**src/rtl/frame_crop_sequencer.sv**
```systemverilog
// -----------------------------------------------------------------------------
// frame_crop_sequencer
//
// Purpose:
//   Sequencer for a single-port frame store of SRC_W x SRC_H bytes. One frame
//   cycle is a full-frame fill from the incoming pixel stream followed by a
//   raster readout of a CROP_W x CROP_H window whose top-left corner sits at
//   (CROP_X, CROP_Y) in the source frame.
//
// Ports:
//   clk_i         clock, all logic on the rising edge
//   reset_i       synchronous, active-high reset
//   start_i       begin a frame cycle (only honoured in IDLE)
//   px_valid_i    source pixel present this cycle
//   px_ready_o    pixel accepted (high throughout FILL)
//   wr_inc_o      store write strobe (px_valid_i & px_ready_o)
//   wr_addr_o     store write address of the pixel accepted this cycle
//   out_ready_i   downstream can take a crop pixel this cycle
//   rd_en_o       store read / crop output strobe (out_ready_i during READ)
//   rd_addr_o     source address of the crop pixel being read
//   out_idx_o     raster index of that pixel inside the crop window
//   busy_o        high in FILL, READ and DONE
//   overrun_o     (optional) sticky flag: pixel offered during READ or DONE
//   frame_done_o  one-cycle pulse after the last crop strobe
//
// Configuration:
//   FRAME_SEQ_OVERRUN_EN  when defined, adds the overrun_o output. Without it
//                         pixels offered outside FILL are silently dropped.
// -----------------------------------------------------------------------------
module frame_crop_sequencer #(
    parameter int SRC_W  = 330,
    parameter int SRC_H  = 110,
    parameter int CROP_W = 300,
    parameter int CROP_H = 100,
    parameter int CROP_X = 30,
    parameter int CROP_Y = 10,
    parameter int ADDR_W = 16
) (
    input  logic              clk_i,
    input  logic              reset_i,
    input  logic              start_i,
    input  logic              px_valid_i,
    output logic              px_ready_o,
    output logic              wr_inc_o,
    output logic [ADDR_W-1:0] wr_addr_o,
    input  logic              out_ready_i,
    output logic              rd_en_o,
    output logic [ADDR_W-1:0] rd_addr_o,
    output logic [ADDR_W-1:0] out_idx_o,
    output logic              busy_o,
`ifdef FRAME_SEQ_OVERRUN_EN
    output logic              overrun_o,
`endif
    output logic              frame_done_o
);

    // Window must fit inside the source frame, and the frame inside the
    // address space.
    generate
        if ((CROP_X + CROP_W > SRC_W) || (CROP_Y + CROP_H > SRC_H)) begin : g_bad_window
            $error("frame_crop_sequencer: crop window exceeds source frame");
        end
        if (SRC_W * SRC_H > (2 ** ADDR_W)) begin : g_bad_addr_w
            $error("frame_crop_sequencer: ADDR_W too small for SRC_W*SRC_H");
        end
    endgenerate

    localparam logic [ADDR_W-1:0] ONE        = ADDR_W'(1);
    localparam logic [ADDR_W-1:0] FRAME_LAST = ADDR_W'(SRC_W * SRC_H - 1);
    localparam logic [ADDR_W-1:0] CROP_LAST  = ADDR_W'(CROP_W * CROP_H - 1);
    localparam logic [ADDR_W-1:0] COL_LAST   = ADDR_W'(CROP_W - 1);
    localparam logic [ADDR_W-1:0] RD_BASE    = ADDR_W'(CROP_Y * SRC_W + CROP_X);
    // Jump from the last column of one crop row to the first of the next.
    localparam logic [ADDR_W-1:0] ROW_STEP   = ADDR_W'(SRC_W - CROP_W + 1);

    typedef enum logic [1:0] {
        S_IDLE = 2'd0,
        S_FILL = 2'd1,
        S_READ = 2'd2,
        S_DONE = 2'd3
    } state_t;

    state_t            state_q, state_d;
    logic [ADDR_W-1:0] wr_addr_q;
    logic [ADDR_W-1:0] rd_addr_q;
    logic [ADDR_W-1:0] out_idx_q;
    logic [ADDR_W-1:0] col_q;
    logic              fill_last;
    logic              read_last;

    assign fill_last = wr_inc_o && (wr_addr_q == FRAME_LAST);
    assign read_last = rd_en_o && (out_idx_q == CROP_LAST);

    // State register
    always_ff @(posedge clk_i) begin
        if (reset_i) begin
            state_q <= S_IDLE;
        end else begin
            state_q <= state_d;
        end
    end

    // Next-state logic
    always_comb begin
        state_d = state_q;
        case (state_q)
            S_IDLE:  if (start_i)   state_d = S_FILL;
            S_FILL:  if (fill_last) state_d = S_READ;
            S_READ:  if (read_last) state_d = S_DONE;
            S_DONE:                 state_d = S_IDLE;
            default:                state_d = S_IDLE;
        endcase
    end

    // Output logic: strobes are purely state-decoded so the store sees the
    // handshake in the same cycle as the source/sink.
    always_comb begin
        px_ready_o   = (state_q == S_FILL);
        wr_inc_o     = (state_q == S_FILL) && px_valid_i;
        rd_en_o      = (state_q == S_READ) && out_ready_i;
        busy_o       = (state_q != S_IDLE);
        frame_done_o = (state_q == S_DONE);
    end

    // Address counters. The last address of each phase is held rather than
    // advanced so the registers show the final address while idle.
    always_ff @(posedge clk_i) begin
        if (reset_i) begin
            wr_addr_q <= '0;
            rd_addr_q <= '0;
            out_idx_q <= '0;
            col_q     <= '0;
        end else begin
            if ((state_q == S_IDLE) && start_i) begin
                wr_addr_q <= '0;
            end else if (wr_inc_o && !fill_last) begin
                wr_addr_q <= wr_addr_q + ONE;
            end

            if (fill_last) begin
                rd_addr_q <= RD_BASE;
                out_idx_q <= '0;
                col_q     <= '0;
            end else if (rd_en_o && !read_last) begin
                out_idx_q <= out_idx_q + ONE;
                if (col_q == COL_LAST) begin
                    col_q     <= '0;
                    rd_addr_q <= rd_addr_q + ROW_STEP;
                end else begin
                    col_q     <= col_q + ONE;
                    rd_addr_q <= rd_addr_q + ONE;
                end
            end
        end
    end

    assign wr_addr_o = wr_addr_q;
    assign rd_addr_o = rd_addr_q;
    assign out_idx_o = out_idx_q;

`ifdef FRAME_SEQ_OVERRUN_EN
    logic overrun_q;

    always_ff @(posedge clk_i) begin
        if (reset_i) begin
            overrun_q <= 1'b0;
        end else if ((state_q == S_IDLE) && start_i) begin
            overrun_q <= 1'b0;
        end else if (px_valid_i && ((state_q == S_READ) || (state_q == S_DONE))) begin
            overrun_q <= 1'b1;
        end
    end

    assign overrun_o = overrun_q;
`endif

endmodule

```
**config.mk**
```make
export PLATFORM = sky130hd
export DESIGN_NAME = frame_crop_sequencer
export DESIGN_NICKNAME = d
export VERILOG_FILES = /design/src/rtl/frame_crop_sequencer.sv
export SDC_FILE = /design/constraint.sdc
export NUM_CORES = 1
export LEC_CHECK = 0
export BUFFER_PORTS_ARGS = -buffer_cell sky130_fd_sc_hd__clkbuf_2
export CORE_ASPECT_RATIO = 1.4
export CORE_UTILIZATION = 51
export CTS_BUF_LIST = sky130_fd_sc_hd__clkbuf_4 sky130_fd_sc_hd__clkbuf_8 sky130_fd_sc_hd__clkbuf_16
export CTS_CLUSTER_DIAMETER = 60
export DETAILED_ROUTE_END_ITERATION = 16
export PLACE_DENSITY = 0.76
export SLEW_MARGIN = 20
export SYNTH_ARGS = -nofsm -noshare
export SYNTH_HDL_FRONTEND = slang
export SYNTH_SLANG_ARGS = --single-unit
```
**constraint.sdc**
```tcl
create_clock -name clk_i -period 2.7 [get_ports clk_i]
set_clock_uncertainty 0.1 [all_clocks]
set_input_delay 0.135 -clock clk_i [delete_from_list [all_inputs] [get_ports clk_i]]
set_output_delay 0.135 -clock clk_i [all_outputs]
set_load 0.01 [all_outputs]
```
==> results of run 1 <==
-- what timing repair did --
action | CTS | global route
endpoints found under the setup margin | 1 | 8
hold buffers | 1 | 0
pin swaps | 0 | 4
setup buffers | 0 | 1
hold endpoints to repair | 4 | 0
resized for setup | 1 | 10
-- flip-flops by register name, summed over array words and instances (netlist names) --
| name | count |
|---|---|
| col_q | 16 |
| out_idx_o | 16 |
| rd_addr_o | 16 |
| wr_addr_o | 16 |
| state_q | 2 |
-- worst paths after layout --
kind	slack, ns	to	startpoint	depth (start not counted)
max reg2reg	0.09	rd_addr_o[10]$_SDFFE_PP0P_	col_q[1]$_SDFFE_PP0P_	9
min reg2reg	0.39	rd_addr_o[15]$_SDFFE_PP0P_	rd_addr_o[15]$_SDFFE_PP0P_	2
max	0.09	rd_addr_o[10]$_SDFFE_PP0P_	col_q[1]$_SDFFE_PP0P_	9
min	0.18	state_q[1]$_SDFFE_PP0P_	start_i	4
-- cells by family after synthesis --
| kind of cell | after synthesis | share of synthesized area, % |
|---|---|---|
| compound gates | 47 | 8.94 |
| xor+xnor | 49 | 12.7 |
| fa+ha+maj | 13 | 5.05 |
| buf+inv | 29 | 3.78 |
| flops | 66 | 39.2 |
| mux | 1 | 0.297 |
| simple gates | 186 | 30.0 |
-- worst max-delay path, delay by kind of cell, from the launching register on --
| kind | cells | cell delay, ns |
|---|---|---|
| AND/OR/NAND/NOR | 5 | 1.12 |
| adder cells (fa/ha/maj) | 2 | 0.62 |
| flip-flops | 1 | 0.36 |
| AO/OA/AOI/OAI | 2 | 0.31 |
-- power by group through the flow --
| stage | Clock, W | Combinational, W | Sequential [W] |
|---|---|---|---|
| 4_1_cts | 0.000864 | 0.000358 | 0.00104 |
| 6_report | 0.000851 | 0.000355 | 0.00104 |
| 3_3_place_gp | 0 | 0.000340 | 0.00106 |
| 2_1_floorplan | 0 | 0.000246 | 0.00106 |
| 5_1_grt | 0.000916 | 0.000396 | 0.00104 |
| 3_5_place_dp | 0 | 0.000354 | 0.00106 |
-- cell type report --
| cell class | instances | area (um^2) |
|---|---|---|
| Clock buffer | 10 | 138 |
| Clock inverter | 6 | 66.3 |
| Fill cell | 561 | 2290 |
| Inverter | 15 | 56.3 |
| Multi-Input combinational cell | 296 | 1980 |
| Sequential cell | 66 | 1320 |
| Tap cell | 72 | 90.1 |
| Timing Repair Buffer | 66 | 355 |
-- per-stage QoR --
| step | power, W | area [um^2] | cells | hold slack, ns | setup slack [ns] |
|---|---|---|---|---|---|
| after floorplan | 0.00130 | 3370 | 391 | 0.317 | 0.0925 |
| after global placement | 0.00140 | 3730 | 513 | 0.339 | 0.119 |
| after detailed placement | 0.00141 | 3730 | 513 | 0.364 | 0.0284 |
| after CTS | 0.00226 | 3950 | 530 | 0.169 | 0.0369 |
| after global routing | 0.00236 | 4000 | 531 | 0.205 | -0.0307 |
| final | 0.00225 | 4000 | 531 | 0.181 | 0.0938 |
-- layout by cell type (no fill, tap or decap), types with 8 or more instances in the layout --
cell and instances:
nand2_1 28, nor3_1 9, nand4_1 20, and3_1 9, nor2_1 61, xor2_1 30, xnor2_1 19, buf_4 8
a21oi_1 16, inv_1 14, ha_1 9, nand3_1 16, clkbuf_8 10, dfxtp_1 65, clkbuf_2 57
-- routing by layer --
| metal | wire [um] | vias up |
|---|---|---|
| met4 | 167 | 0 |
| met1 | 3260 | 1443 |
| met5 | 0 | - |
| met2 | 3830 | 76 |
| li1 | - | 1492 |
| met3 | 340 | 10 |
==> summary.md, run 1 <==
| Metric | Value |
|---|---|
| Status | finished with violations |
| Violated checks | DRC |
| Die W | 70.7 um |
| Peak supply drop | just under 0.0006 V |
| Post-synthesis sequential area ratio | between 30 and 40% |
| Most frequent cells after synthesis | dfxtp_1, nor2_1, xor2_1, nand2_1, nand4_1 |
| LEAKAGE | ~1.6 nW |
| Initial core utilization | between 50% and 60% |
| Crit-path max FO | 4 |
| Fin util | 63.6% |
| Die area | between 6000 and 7000 um^2 |
| Area growth from synthesis to layout | 18.7% |
| Seq pwr share | a little under half |
| Sw power | around 0.00066 W |
| Pin count of the biggest net entering global routing | 28 |
| First-pass GRT wire length | about 13000 um |
| Vias in the first global route | 2842 |
| Nets | 472 |
| Switch share | between 20% and 30% |
| Met1 Use GR | 27.2% |
| Slew Limit Fails | 0 |
| Detail Placement HPWL | 5270 um |
| GR peak layer | met2 |
| Worst Path Arrival | about 2.8 ns |
| Count leader, synth | dfxtp_1 |
| Die Ht | about 98 um |
| Overflow after GRT | 0 |
| Row Count | 34 |
| Slowest CP cell | or4_1 |
| CTS tree | yes |
| Period minus WS final | ~2.6 ns |
| DRT Pass-1 Iters | 10 |
| Clock share of power | a little under two fifths |
| Worst-path clk slew | ~0.070 ns |
| Max Buffers Root-to-Sink | 2 |
| Detail Route Antenna Nets | 0 |
| CTS Buf Count | 9 |
| CP required | 2.88 ns |
| DRT iter0 DRCs | between 150 and 200 |
| Unique cell type count in the Yosys netlist | between 50 and 60 |
| Power Density | 561 nW/um^2 |
| DRC errors left | 4 |
| Largest area contributor in the netlist | dfxtp_1 |
| Synth top area share | between 30% and 40% |
| Kind of critical path | reg -> reg |
| GRT met2 Usage | around two fifths |
| Internal Power | 0.00158 W |
| Largest stage delay on the critical path | between 0.4 and 0.5 ns |
| Vias/cell | ~5.7 |
| Root buffer cell | clkbuf_8 |
| H-Tree Level Count | 3 |
| Final setup fails | 0 |
| Worst-Margin Slew | approximately 0.56 ns |
| Synth Register Bits | 66 |
| Fmax | around 380 MHz |
| IO buf count | 57 |
| I/O pin total | 58 |
| Number of synthesized flops with an enable pin | 0 |
| Final hold violations | 0 |
| CORE AREA | 6300 um^2 |
| WL final | approximately 7600 um |
| HP Class | in -> reg |
| Startpoint Class | flip-flop |
| Initial antenna violation count | 0 |
| Mapped Nets | between 400 and 500 |
| Vias | a little over 3000 |
| Cells after Synth | a little under 400 |
| Diodes inserted | 0 |
| Max_cap viols | 0 |
| Ys async rst share | 0% |
| Part of the cycle the worst path needs | a little over nine tenths |
| Part of the power in combinational logic | approximately 16% |
| Layout cells sized above 1 | 22.2% |
| Post-route setup TNS | 0 ns |
| YS warnings | 0 |
| Total clock sinks | 66 |
| Crit-path cells | ha_2 -> and4b_1 -> nand4_1 -> fa_2 -> nand2b_4 -> a21oi_2 -> nor2_1 -> or4_1 -> a31oi_1 |
| GP Congestion | between 0.9 and 1 |
| Main flop type after synthesis | dfxtp_1 |
| Synth Cell Area | around 3400 um^2 |
| Synth top area cells | dfxtp_1, xor2_1, nor2_1 |
| WL per Instance | 14.3 um |
| Synthesized area per cell | 8.62 um^2 |
| Met3 global-route usage | under 10% |
| Overall Global Routing Usage | a little under a quarter |
| Skew-Pair Late Insertion Delay | between 0.3 and 0.4 ns |
| Crit. End Element | flip-flop |
| Max_slew headroom | approximately 62% |
(Power assumes the default switching activity.)
==> inputs of run 2 (changes only) <==
--- a/config.mk
+++ b/config.mk
@@ -7,6 +7,7 @@
 export LEC_CHECK = 0
 export BUFFER_PORTS_ARGS = -buffer_cell sky130_fd_sc_hd__clkbuf_2
 export CORE_ASPECT_RATIO = 1.4
+export CORE_MARGIN = 5
 export CORE_UTILIZATION = 51
 export CTS_BUF_LIST = sky130_fd_sc_hd__clkbuf_4 sky130_fd_sc_hd__clkbuf_8 sky130_fd_sc_hd__clkbuf_16
 export CTS_CLUSTER_DIAMETER = 60
==> run 2 against run 1 <==
The flow now finishes without violations. Largest cell class unchanged. Clock power rose by 20%. Core utilization fell by 0.74 points. Cell count rose by 0.94%. First-iteration DRC count fell by 1.7%. Non-clock buffer count rose by 3. Sequential share of layout area fell by 0.66 points.
==> summary.md, run 2 (synthesis results as in run 1) <==
| Metric | Value |
|---|---|
| Root buffer cell | clkbuf_8 |
| Total power draw | 0.00241 W (+7.5%) |
| Initial antenna violation count | 0 (unchanged) |
| LEAKAGE | 1.67 nW (+2.8%) |
| DRT Pass-1 Iters | 4 (-6) |
| Crit-path max FO | 4 (unchanged) |
| Detail Route Antenna Nets | 0 (unchanged) |
| I/O pin total | 58 (unchanged) |
| Diodes inserted | 0 (unchanged) |
| First-pass GRT wire length | 13200 um (+3.5%) |
| Slew Limit Fails | 0 (unchanged) |
| Worst Hold Margin | 0.210 ns (+0.0283 ns) |
| Initial core utilization | 51.7% (-1.9 points) |
| Max_cap viols | 0 (unchanged) |
| Pin count of the biggest net entering global routing | 28 (unchanged) |
| Largest stage delay on the critical path | 0.48 ns (about the same) |
| Finished Layout Cells | 536 (+0.94%) |
| Vias | 3027 (+0.20%) |
| Max Buffers Root-to-Sink | 2 (unchanged) |
| Max_slew headroom | 63.8% (+1.5 points) |
| DRT iter0 DRCs | 175 (-1.7%) |
| Kind of critical path | reg -> reg |
| Worst-Margin Slew | 0.539 ns (-0.0223 ns) |
| CTS Buf Count | 9 (unchanged) |
| Skew-Pair Late Insertion Delay | 0.35 ns (about the same) |
| Detail Placement HPWL | 5520 um (+4.6%) |
| Die W | 78.7 um (+11%) |
| Worst Hold Endpoint | state_q[1]$_SDFFE_PP0P_ |
| RR Endpoint | rd_addr_o[10]$_SDFFE_PP0P_ |
| IO buf count | 57 (unchanged) |
| CP required | 2.87 ns (about the same) |
| Post-route setup TNS | 0 ns (unchanged) |
| DP Cell Count | 517 (+0.78%) |
| CTS tree | yes |
| Status | completed |
| Vias in the first global route | 3043 (+7.1%) |
| Layout cells sized above 1 | 24.0% (+1.8 points) |
| Crit. End Element | flip-flop |
| H-Tree Level Count | 3 (unchanged) |
| Critical R2R Launch | col_q[0]$_SDFFE_PP0P_ |
| Fin util | 62.9% (-0.74 points) |
| Peak supply drop | 0.000486 V (-17%) |
| Period minus WS final | 2.60 ns (-0.00576 ns) |
| Switch share | 27.0% (-2.4 points) |
| Part of the power in combinational logic | 14.8% (-1.0 points) |
| HP Class | in -> reg |
| Power Density | 589 nW/um^2 (+5.0%) |
| Final hold violations | 0 (unchanged) |
| Most frequent cells in the layout | dfxtp_1, nor2_1, clkbuf_2 |
| Overflow after GRT | 0 (unchanged) |
| WL final | 7890 um (+3.8%) |
| Sw power | 0.000652 W (-1.4%) |
| Final setup fails | 0 (unchanged) |
| Seq pwr share | 43.1% (-3.2 points) |
| Die Ht | 106 um (+8.1%) |
| Worst Path Arrival | 2.78 ns (about the same) |
| Total clock sinks | 66 (unchanged) |
| Overall Global Routing Usage | 19.5% (-3.7 points) |
| Vias/cell | 5.65 (-0.74%) |
| Most common cell after layout, fill and taps aside | dfxtp_1 |
| Area growth from synthesis to layout | 21.6% |
| WL per Instance | 14.7 um (+2.8%) |
| Part of the cycle the worst path needs | 96.3% (-0.21 points) |
| Die area | 8360 um^2 (+20%) |
| GP Congestion | 0.864 (-12%) |
| Reg2Reg Setup Slack | 0.1 ns (about the same) |
| DRC errors left | 0 (-4) |
| Crit-path cells | ha_2 -> and4b_1 -> nand4_1 -> fa_2 -> nand2b_4 -> a21oi_4 -> nor2_2 -> or4_1 -> a31oi_1 |
| Worst Hold Depth | 4 (unchanged) |
| HP Start | start_i |
| Clock share of power | 42.1% (+4.2 points) |
| Nets | 475 (+0.64%) |
| CORE AREA | 6530 um^2 (+3.6%) |
| R2R depth | 9 (unchanged) |
| Slowest CP cell | or4_1 |
| Internal Power | 0.00176 W (+11%) |
| Row Count | 35 (+2.9%) |
| Worst-path clk slew | 0.08 ns (about the same) |
| Fmax | 385 MHz (+0.22%) |
| Startpoint Class | flip-flop |
[run 2: cell types whose count changed in the layout (fill, tap and decap cells not counted), moves of 2 or more]
| cell | change |
|---|---|
| dfxtp_2 | +4 |
| clkinvlp_4 | -2 |
| buf_4 | +3 |
| bufinv_16 | +2 |
| dfxtp_1 | -4 |
[run 2: how the worst max path moves through the flow]
stage	from	to	slack [ns]	cells past startpoint
floorplan	col_q[0]$_SDFFE_PP0P_	rd_addr_o[10]$_SDFFE_PP0P_	0.09	9
global placement	col_q[0]$_SDFFE_PP0P_	rd_addr_o[10]$_SDFFE_PP0P_	0.06	9
detailed placement	col_q[6]$_SDFFE_PP0P_	rd_addr_o[11]$_SDFFE_PP0P_	-0.02	10
CTS	col_q[0]$_SDFFE_PP0P_	rd_addr_o[11]$_SDFFE_PP0P_	0.02	11
global route	col_q[0]$_SDFFE_PP0P_	rd_addr_o[10]$_SDFFE_PP0P_	-0.04	9
finish	col_q[0]$_SDFFE_PP0P_	rd_addr_o[10]$_SDFFE_PP0P_	0.1	9
[run 2: repair_timing]
item,4_1_cts,5_1_grt
endpoints found under the hold margin,5,0
hold buffers,1,0
gates resized for setup,3,17
pin swaps,1,6
endpoints found under the setup margin,6,7
setup buffers,1,1
[run 2: metal layers]
| metal | vias up | part of all wire [%] | track usage (%) |
|---|---|---|---|
| met5 | - | 0 | 0 |
| met4 | 0 | 2.4 | 9.13 |
| met3 | 16 | 5.5 | 5.17 |
| met2 | 80 | 50 | 34.3 |
| met1 | 1431 | 42 | 21.6 |
| li1 | 1500 | - | - |
[run 2: through the flow]
stage | cell area [um^2] | setup WS (ns)
global route | 4100 | -0.0373
global placement | 3750 | 0.0584
finish | 4100 | 0.0996
detailed placement | 3750 | -0.0182
CTS | 4020 | 0.0170
floorplan | 3370 | 0.0925
[run 2: cell type report]
cell class | instances | area, um^2
Inverter | 15 | 56.3
Tap cell | 74 | 92.6
Clock inverter | 6 | 115
Clock buffer | 10 | 131
Multi-Input combinational cell | 296 | 2000
Timing Repair Buffer | 69 | 378
Sequential cell | 66 | 1330
Fill cell | 549 | 2420
[run 2: worst max-delay path, delay by kind of cell, from the launching register on]
family / cells / cell delay, ns
and+or+nand+nor: 5 / 1.10
adders and majority gates: 2 / 0.63
DFF: 1 / 0.35
AOI/OAI and AO/OA: 2 / 0.35
[run 2: power by group through the flow]
stage / logic (W) / registers, W / clock network, W
floorplan: 0.000246 / 0.00106 / 0
global placement: 0.000348 / 0.00106 / 0
detailed placement: 0.000357 / 0.00106 / 0
CTS: 0.000360 / 0.00104 / 0.00104
global route: 0.000400 / 0.00104 / 0.00108
finish: 0.000358 / 0.00104 / 0.00102
